--- config.mk ---
export PLATFORM = sky130hd
export DESIGN_NAME = fsqrt_iter
export DESIGN_NICKNAME = d
export VERILOG_FILES = /design/src/rtl/fsqrt_iter.sv
export SDC_FILE = /design/constraint.sdc
export NUM_CORES = 1
export LEC_CHECK = 0
export ABC_AREA = 1
export CORE_UTILIZATION = 31
export DETAILED_ROUTE_END_ITERATION = 12
export HOLD_SLACK_MARGIN = 0.02
export PLACE_DENSITY = 0.49
export SYNTH_ARGS = -nofsm -noshare
export SYNTH_HDL_FRONTEND = slang
export SYNTH_SLANG_ARGS = --single-unit
--- constraint.sdc ---
create_clock -name clk -period 3.4 [get_ports clk]
set_clock_uncertainty 0.2 [all_clocks]
set_input_delay 0.51 -clock clk [delete_from_list [all_inputs] [get_ports clk]]
set_output_delay 0.51 -clock clk [all_outputs]
set_load 0.01 [all_outputs]
--- src/rtl/fsqrt_iter.sv ---
// ---------------------------------------------------------------------------
// fsqrt_iter -- iterative IEEE-754 single-precision square root.
//
// Computes y = sqrt(x) with round-to-nearest-even. Only one operation is in
// flight at a time. The root is resolved BITS_PER_CYCLE bits per clock with a
// non-restoring digit recurrence. Special operands (zero, denormal, negative,
// inf, NaN) take the same number of cycles as normal operands.
//
// Ports:
//   clk        in   1   clock; all state updates on the rising edge
//   rst        in   1   synchronous active-high reset
//   x          in  32   operand, sampled only on accept
//   in_valid   in   1   operand valid
//   in_ready   out  1   high only in IDLE
//   y          out 32   result, valid while out_valid=1
//   exception  out  1   exception flag paired with y
//   out_valid  out  1   result valid (DONE state)
//   out_ready  in   1   consumer takes the result (only looked at in DONE)
//   dbg_state  out  2   current FSM state (IDLE=0, CALC=1, ROUND=2, DONE=3)
//
// Handshake: an operand is accepted at a rising edge where in_valid and
// in_ready are both 1; a result is consumed at a rising edge where out_valid
// and out_ready are both 1. Neither valid may depend combinationally on the
// matching ready.
//
// Timing: counting the accepting edge as edge 1, out_valid rises after edge
// N+2 (N = 25/BITS_PER_CYCLE): N CALC cycles, one ROUND cycle, then DONE.
// ---------------------------------------------------------------------------
module fsqrt_iter #(
  parameter int BITS_PER_CYCLE = 1
) (
  input  logic        clk,
  input  logic        rst,
  input  logic [31:0] x,
  input  logic        in_valid,
  output logic        in_ready,
  output logic [31:0] y,
  output logic        exception,
  output logic        out_valid,
  input  logic        out_ready,
  output logic [1:0]  dbg_state
);

  // Only step sizes that divide the 25 root bits evenly are supported.
  generate
    if (!(BITS_PER_CYCLE == 1 || BITS_PER_CYCLE == 5 || BITS_PER_CYCLE == 25)) begin : g_bad_k
      $error("fsqrt_iter: BITS_PER_CYCLE must be 1, 5 or 25");
    end
  endgenerate

  localparam int N  = 25 / BITS_PER_CYCLE;
  // Partial remainder width: the remainder stays below 2*Q+1 < 2^26, and one
  // step shifts it by two bits plus an add of up to 2^27, so 29 bits with
  // the MSB as sign is enough.
  localparam int RW = 29;

  typedef enum logic [1:0] {
    IDLE  = 2'd0,
    CALC  = 2'd1,
    ROUND = 2'd2,
    DONE  = 2'd3
  } state_t;

  state_t         state_q, state_d;
  logic [4:0]     cnt_q, cnt_d;
  logic [49:0]    d_q, d_d;        // radicand, consumed two bits per root bit
  logic [24:0]    q_q, q_d;        // root bits resolved so far
  logic [RW-1:0]  r_q, r_d;        // signed partial remainder
  logic [7:0]     exp_q, exp_d;    // result exponent before rounding carry
  logic           spec_q, spec_d;  // operand is a special case
  logic [31:0]    spec_y_q, spec_y_d;
  logic           spec_exc_q, spec_exc_d;
  logic [31:0]    y_q, y_d;
  logic           exc_q, exc_d;

  // -------------------------------------------------------------------------
  // Operand classification and unpacking
  // -------------------------------------------------------------------------
  logic        x_sign;
  logic [7:0]  x_exp;
  logic [22:0] x_man;
  logic        cls_spec;
  logic [31:0] cls_y;
  logic        cls_exc;
  logic [24:0] sig_adj;
  logic [7:0]  exp_in;

  assign x_sign = x[31];
  assign x_exp  = x[30:23];
  assign x_man  = x[22:0];

  always_comb begin
    cls_spec = 1'b1;
    cls_y    = 32'h0000_0000;
    cls_exc  = x_sign | (x_exp == 8'hFF);
    if (x_exp == 8'hFF) begin
      // NaN and -inf give the quiet NaN; +inf passes through.
      cls_y = ((x_man != 23'd0) || x_sign) ? 32'h7FC0_0000 : 32'h7F80_0000;
    end else if (x_exp == 8'h00) begin
      // Denormals are flushed, so they behave exactly like a signed zero.
      cls_y = x_sign ? 32'h8000_0000 : 32'h0000_0000;
    end else if (x_sign) begin
      cls_y = 32'h7FC0_0000;
    end else begin
      cls_spec = 1'b0;
    end
  end

  // Unbiased exponent e = E-127 is odd exactly when E is even; in that case
  // the significand is doubled so the halved exponent stays an integer.
  assign sig_adj = x_exp[0] ? {1'b0, 1'b1, x_man} : {1'b1, x_man, 1'b0};

  // floor((E-127)/2) + 127 == floor((E+127)/2), which needs no signed math.
  assign exp_in = 8'((9'({1'b0, x_exp}) + 9'd127) >> 1);

  // -------------------------------------------------------------------------
  // Non-restoring square-root recurrence, BITS_PER_CYCLE steps per clock.
  // Radicand D = sig_adj * 2^25, so the 25-bit integer root carries the
  // leading 1, 23 fraction bits and the round bit.
  // -------------------------------------------------------------------------
  logic [49:0]   d_w;
  logic [24:0]   q_w;
  logic [RW-1:0] r_w;
  logic [1:0]    pair;

  always_comb begin
    d_w  = d_q;
    q_w  = q_q;
    r_w  = r_q;
    pair = 2'b00;
    for (int j = 0; j < BITS_PER_CYCLE; j++) begin
      pair = d_w[49:48];
      d_w  = {d_w[47:0], 2'b00};
      // Non-negative remainder: try subtracting 4Q+1; negative remainder:
      // restore lazily by adding 4Q+3 on the next step instead.
      if (!r_w[RW-1]) begin
        r_w = {r_w[RW-3:0], pair} - {2'b00, q_w, 2'b01};
      end else begin
        r_w = {r_w[RW-3:0], pair} + {2'b00, q_w, 2'b11};
      end
      q_w = {q_w[23:0], ~r_w[RW-1]};
    end
  end

  // -------------------------------------------------------------------------
  // Rounding: q_q[0] is the round bit, the fixed-up remainder gives sticky.
  // -------------------------------------------------------------------------
  logic [RW-1:0] r_fix;
  logic          sticky;
  logic          round_up;
  logic [23:0]   frac_sum;
  logic [7:0]    exp_r;
  logic [31:0]   y_norm;

  always_comb begin
    // A negative final remainder is short by exactly 2Q+1.
    r_fix    = r_q[RW-1] ? (r_q + {3'b000, q_q, 1'b1}) : r_q;
    sticky   = (r_fix != '0);
    round_up = q_q[0] & (sticky | q_q[1]);
    // frac_sum[23] is the carry out of the fraction; it bumps the exponent
    // and leaves the fraction at zero.
    frac_sum = {1'b0, q_q[23:1]} + {23'd0, round_up};
    exp_r    = exp_q + {7'd0, frac_sum[23]};
    y_norm   = {1'b0, exp_r, frac_sum[22:0]};
  end

  // -------------------------------------------------------------------------
  // FSM: next state and datapath loads
  // -------------------------------------------------------------------------
  always_comb begin
    state_d    = state_q;
    cnt_d      = cnt_q;
    d_d        = d_q;
    q_d        = q_q;
    r_d        = r_q;
    exp_d      = exp_q;
    spec_d     = spec_q;
    spec_y_d   = spec_y_q;
    spec_exc_d = spec_exc_q;
    y_d        = y_q;
    exc_d      = exc_q;

    case (state_q)
      IDLE: begin
        if (in_valid) begin
          state_d    = CALC;
          cnt_d      = 5'(N - 1);
          d_d        = {sig_adj, 25'd0};
          q_d        = '0;
          r_d        = '0;
          exp_d      = exp_in;
          spec_d     = cls_spec;
          spec_y_d   = cls_y;
          spec_exc_d = cls_exc;
        end
      end
      CALC: begin
        d_d = d_w;
        q_d = q_w;
        r_d = r_w;
        if (cnt_q == 5'd0) begin
          state_d = ROUND;
        end else begin
          cnt_d = cnt_q - 5'd1;
        end
      end
      ROUND: begin
        y_d     = spec_q ? spec_y_q : y_norm;
        exc_d   = spec_q ? spec_exc_q : 1'b0;
        state_d = DONE;
      end
      DONE: begin
        // No accept here: the next operand waits for IDLE.
        if (out_ready) begin
          state_d = IDLE;
        end
      end
      default: state_d = IDLE;
    endcase
  end

  always_ff @(posedge clk) begin
    if (rst) begin
      state_q    <= IDLE;
      cnt_q      <= '0;
      d_q        <= '0;
      q_q        <= '0;
      r_q        <= '0;
      exp_q      <= '0;
      spec_q     <= 1'b0;
      spec_y_q   <= '0;
      spec_exc_q <= 1'b0;
      y_q        <= '0;
      exc_q      <= 1'b0;
    end else begin
      state_q    <= state_d;
      cnt_q      <= cnt_d;
      d_q        <= d_d;
      q_q        <= q_d;
      r_q        <= r_d;
      exp_q      <= exp_d;
      spec_q     <= spec_d;
      spec_y_q   <= spec_y_d;
      spec_exc_q <= spec_exc_d;
      y_q        <= y_d;
      exc_q      <= exc_d;
    end
  end

  assign in_ready  = (state_q == IDLE);
  assign out_valid = (state_q == DONE);
  assign y         = y_q;
  assign exception = exc_q;
  assign dbg_state = state_q;

endmodule

==> flow_summary.yaml <==
hold_path:
  worstHoldStart: "d_q[26]"
  hold_class: "flip-flop to flip-flop"
grt:
  grtUsageTotal: 0.197
  antenna_found_initial: 0
  grt_max_degree: 76
  grt_pass1_wl_um: 51900
  overflow: 0
  grt_pass1_vias: 9899
final_layout:
  fillCellCount: 3446
  area_delta_synth_final_pct: 19.4
  drive_above_1_share: 0.0711
  antennaDiodeCount: 0
  layout.nets: 1805
  seq_area_um2: 2650
  multi_input_area_um2: 6330
  final_cell_mix: "nand2_1, inv_1, a21oi_1"
  stdcell_count: 2119
  final_common_cell: "nand2_1"
timing:
  worst_pin_slew_ps: 1140
  fin_setup_tns_ps: 0
  maxSlewViolCount: 0
  setup_viol: 0
  max_slew_margin: 0.241
  setup_ws_ps: 201
  fin_crit_sh: 0.941
  min_period_ps: 3200
  max_freq_mhz: 313
  hold_viol_final: 0
routing:
  vias_per_cell: 4.94
  vias: 10500
  drt_first_iter_violations: 623
  wirelength_um: 32000
  wire_per_inst_um: 15.1
  dr.pass1.iters: 5
  drt.antenna.violating_nets: 0
  drc: 0
pwr:
  vdd_drop_max_v: 0.000560
  power_density_nw_per_um2: 944
  p_seq_frac: 0.207
  pwr-share-comb: 0.643
  power_mw: 11.3
  switching_power_mw: 5.76
  internal_power_mw: 5.49
  p_sw_frac: 0.512
  p_leak_nw: 5.39
  clkPwrFrac: 0.150
cts:
  cts_hold_buf: 0
  cts_buffers: 17
  clk_pin_slew_worst_paths_ps: 60
  cts_buffer_depth: 2
  htree_levels: 4
  cts_sinks: 132
  cts-root-buf: "clkbuf_16"
  clk_latency_ps: 430
  cts_tree: "done"
synthesis:
  netlist_area_um2: 9980
  synth_seq_cells: 132
  synth_cell_type_count: 44
  syn_avg_cell_area_um2: 6.14
  syn-instance-count: 1626
  synthFlopType: "dfxtp_1"
  synth-seq-area-share: 0.265
  synth-edff-count: 0
  async_reset_ff_frac: 0
  ys_warn_count: 0
  synth_fp_nets: 1727
critical_path:
  worstPathCellList: "nand2_2, nor2_4, nand3_2, nor2_4, nand2_2, nor2_4, nand4_4, nor2_2, and3_4, nand3_2, nor2_1, nand2_1, nor4_4, ha_2, nand4_1, nor2_1, nand2_1, nor2_1, xor2_1, nand2_1, a31oi_1"
  start_kind: "flip-flop"
  critical_path_class: "flip-flop to flip-flop"
  cp_max_fo: 3
  required_ps: 3550
  cp_slowest_stage_delay_ps: 340
  worst-r2r-setup-slack_ps: 200
  path_depth: 21
  endpoint_kind: "flip-flop"
  slowest_stage: "dfxtp_1"
  critPathLaunch: "q_q[0]"
  crit_family: "simple AND/OR/NAND/NOR gates"
  r2r-start: "q_q[0]"
  r2r_end: "y[30]"
  cp_num_buf_inv: 0
  arrival_ps: 3350
  endpoint: "y[30]"
  rr_worst_depth: 21
floorplan:
  core_area_um2: 31600
  die_y_um: 181
  rows: 65
  die-area_um2: 32900
  ios: 73
  initial_core_util: 0.315
  die_width_um: 181
placement:
  portBuffers: 72
  dp_hpwl_um: 24400
  dp.cells: 2085
  pre_cts_slack_ps: 98.3
  gp_congestion: 0.896
status:
  outcome: "finished, final reports clean"
run:
  maxCapViolCount: 0
## area by class of cell
type                    instances  share of cell area
flip-flops and latches        132               0.222
repair buffers                117              0.0897
multi-input cells            1211               0.531
inverters                     225              0.0709
clock inverters                 8             0.00452
clock buffers                  24              0.0396
well taps                     402              0.0422
## power groups by stage
stage               Clock (mW)  Combinational (mW)  Sequential (mW)
floorplan                    0                5.19             2.24
global placement             0                7.15             2.35
detailed placement           0                7.17             2.35
CTS                       1.72                7.22             2.32
global route              1.80                8.21             2.37
finish                    1.69                7.23             2.33
## cell usage after synthesis (20+ instances only)
cell | n | area, µm²
xnor2_1 | 29 | 254
a31oi_1 | 20 | 125
nor2_1 | 121 | 454
ha_1 | 64 | 801
nand4_1 | 20 | 125
dfxtp_1 | 132 | 2640
nand2_1 | 449 | 1690
nand3_1 | 79 | 395
a21oi_1 | 210 | 1050
inv_1 | 220 | 826
clkbuf_1 | 44 | 165
o21ai_0 | 88 | 440
## cells by family (layout without fill, tap and decap cells)
family          after synthesis  after routing  share of synthesized area
flops                       132            132                      0.265
fa+ha+maj                    65             65                     0.0822
simple gates                739            739                      0.316
xor+xnor                     34             34                     0.0298
buf+inv                     283            374                      0.108
compound gates              373            373                      0.199
## per-layer routing
metal | global-route usage | wire, µm | vias to the layer above
li1 | - | - | 5465
met4 | 0.0590 | 570 | 0
met1 | 0.278 | 16200 | 4735
met2 | 0.307 | 13900 | 231
met3 | 0.0309 | 1350 | 40
met5 | 0 | 0 | -
## registers in the layout (all words and copies together) (netlist names)
name	count
exception	1
cnt_q	5
spec_y_q	3
q_q	25
spec_q	1
y	32
d_q	25
exp_q	8
r_q	29
dbg_state	2
spec_exc_q	1
## through the flow
step           cell area [µm²]  utilization  hold WS (ps)
5_1_grt                  11900        0.377           284
4_1_cts                  11800        0.374           265
6_report                 11900        0.377           262
3_5_place_dp             11300        0.358           256
3_3_place_gp             11300        0.358           253
2_1_floorplan             9980            -           241
## how the worst min path moves through the flow
stage                      end  slack, ps  cells past startpoint
floorplan              d_q[26]        240                      2
global placement      exp_q[6]        250                      2
detailed placement     d_q[26]        260                      2
CTS                    d_q[26]        260                      2
global route        spec_exc_q        280                      2
finish                 d_q[26]        260                      2
## timing repair
action | in CTS | in global routing
endpoints found under the hold margin | 0 | 0
setup endpoints to repair | 0 | 3
setup buffers | 0 | 2
gates resized for setup | 0 | 12
## tightest hold or removal path, stage by stage, from the launching register on
cell	delay (ps)
dfxtp_1	310
nand2_1	60
a21oi_1	50
Note: power is estimated with default switching activity, not from simulation.
==> RTL change, RTL diff (same flow settings) <==
Register the output `dbg_state` once more, cleared by the reset; this adds one clock of latency there. The other outputs are not delayed to match.
--- a/src/rtl/fsqrt_iter.sv
+++ b/src/rtl/fsqrt_iter.sv
@@ -251,7 +251,13 @@
   assign out_valid = (state_q == DONE);
   assign y         = y_q;
   assign exception = exc_q;
-  assign dbg_state = state_q;
+  always_ff @(posedge clk) begin
+    if (rst) begin
+      dbg_state <= '0;
+    end else begin
+      dbg_state <= state_q;
+    end
+  end
 
 endmodule
 
Function: changed (Yosys sat finds a counterexample within 4 cycles, from zero or initial values and one cycle with rst high).
==> RTL change against the original RTL <==
Power decreased by 3.1%. Area after synthesis decreased by 0.18%. Sequential cell count increased by 2. Non-clock buffer count decreased by 2. Count of clock-buffer cells in the layout unchanged. Cell area decreased by 0.64%. Clock power increased by 3%. Routed wire length decreased by 1.6%. Setup slack got worse by 0.067 ns. Largest power group unchanged.
==> RTL change: results (changes against the original RTL) <==
| Metric | Value |
|---|---|
| Status | finished clean |
| Layout cell share with drive strength beyond 1 | 0.0638 (-0.00730) |
| Routed met3 length | 1130 um (-17%) |
| Pre-CTS worst setup slack | 0.0955 ns (-0.00276 ns) |
| Largest net degree at the start of global routing | 54 (-29%) |
| Non-clock buffers | 115 (-1.7%) |
| Average routed wire per standard cell | 15.0 um (-0.50%) |
| #MultiIn Comb | 1,198 (-1.1%) |
| IR Drop Worst-Case VDD | 0.000402 V (-28%) |
| Int Power | 0.00538 W (-2.0%) |
| Gpl congestion | 0.872 (-2.7%) |
| Total clock sinks | 134 (+1.5%) |
| First-pass GRT wire length | 51,600 um (-0.64%) |
| Metal2 WL | 14,400 um (+4.0%) |
| Crit-path max FO | 4 (+1) |
| Metal-1 WL | 15,600 um (-3.7%) |
| Crit path DAT | 3.42 ns (+0.07 ns) |
| Count of unique library cells instantiated by Yosys | 45 (+2.3%) |
| Met3 Usage GRT | 0.0280 (-0.00287) |
| Full die area | 0.0329 mm^2 (-0.17%) |
| Gr usage total | 0.195 (-0.00216) |
| # fillers | 3,465 (+0.55%) |
| Syn_nets | 1,714 (-0.75%) |
| Slew @ Worst Pin | 0.913 ns (-0.225 ns) |
| Post-DR vias/cell | 4.89 (-1.0%) |
| Vias in the first global route | 9,952 (+0.54%) |
| Reg2Reg Depth | 24 (+14%) |
RTL change: final timing paths:
check	slack [ns]	end	startpoint
setup / recovery	0.13	y[29]	q_q[1]
hold / removal	0.27	y[20]	y[20]
setup reg to reg	0.13	y[29]	q_q[1]
hold reg to reg	0.27	y[20]	y[20]
RTL change: logic make-up after synthesis:
| kind of cell | count (synthesis) | synth area share |
|---|---|---|
| flip-flops | 134 | 0.269 |
| XOR/XNOR | 34 | 0.0299 |
| buffers and inverters | 281 | 0.108 |
| adder cells (fa/ha/maj) | 65 | 0.0824 |
| AO/OA/AOI/OAI | 380 | 0.203 |
| AND/OR/NAND/NOR | 719 | 0.308 |
RTL change: power by group through the flow:
stage | sequential [W] | clock, W | combinational, W
CTS | 0.00231 | 0.00179 | 0.00685
global placement | 0.00234 | 0 | 0.00681
floorplan | 0.00222 | 0 | 0.00494
global route | 0.00237 | 0.00186 | 0.00773
detailed placement | 0.00234 | 0 | 0.00681
finish | 0.00231 | 0.00174 | 0.00685
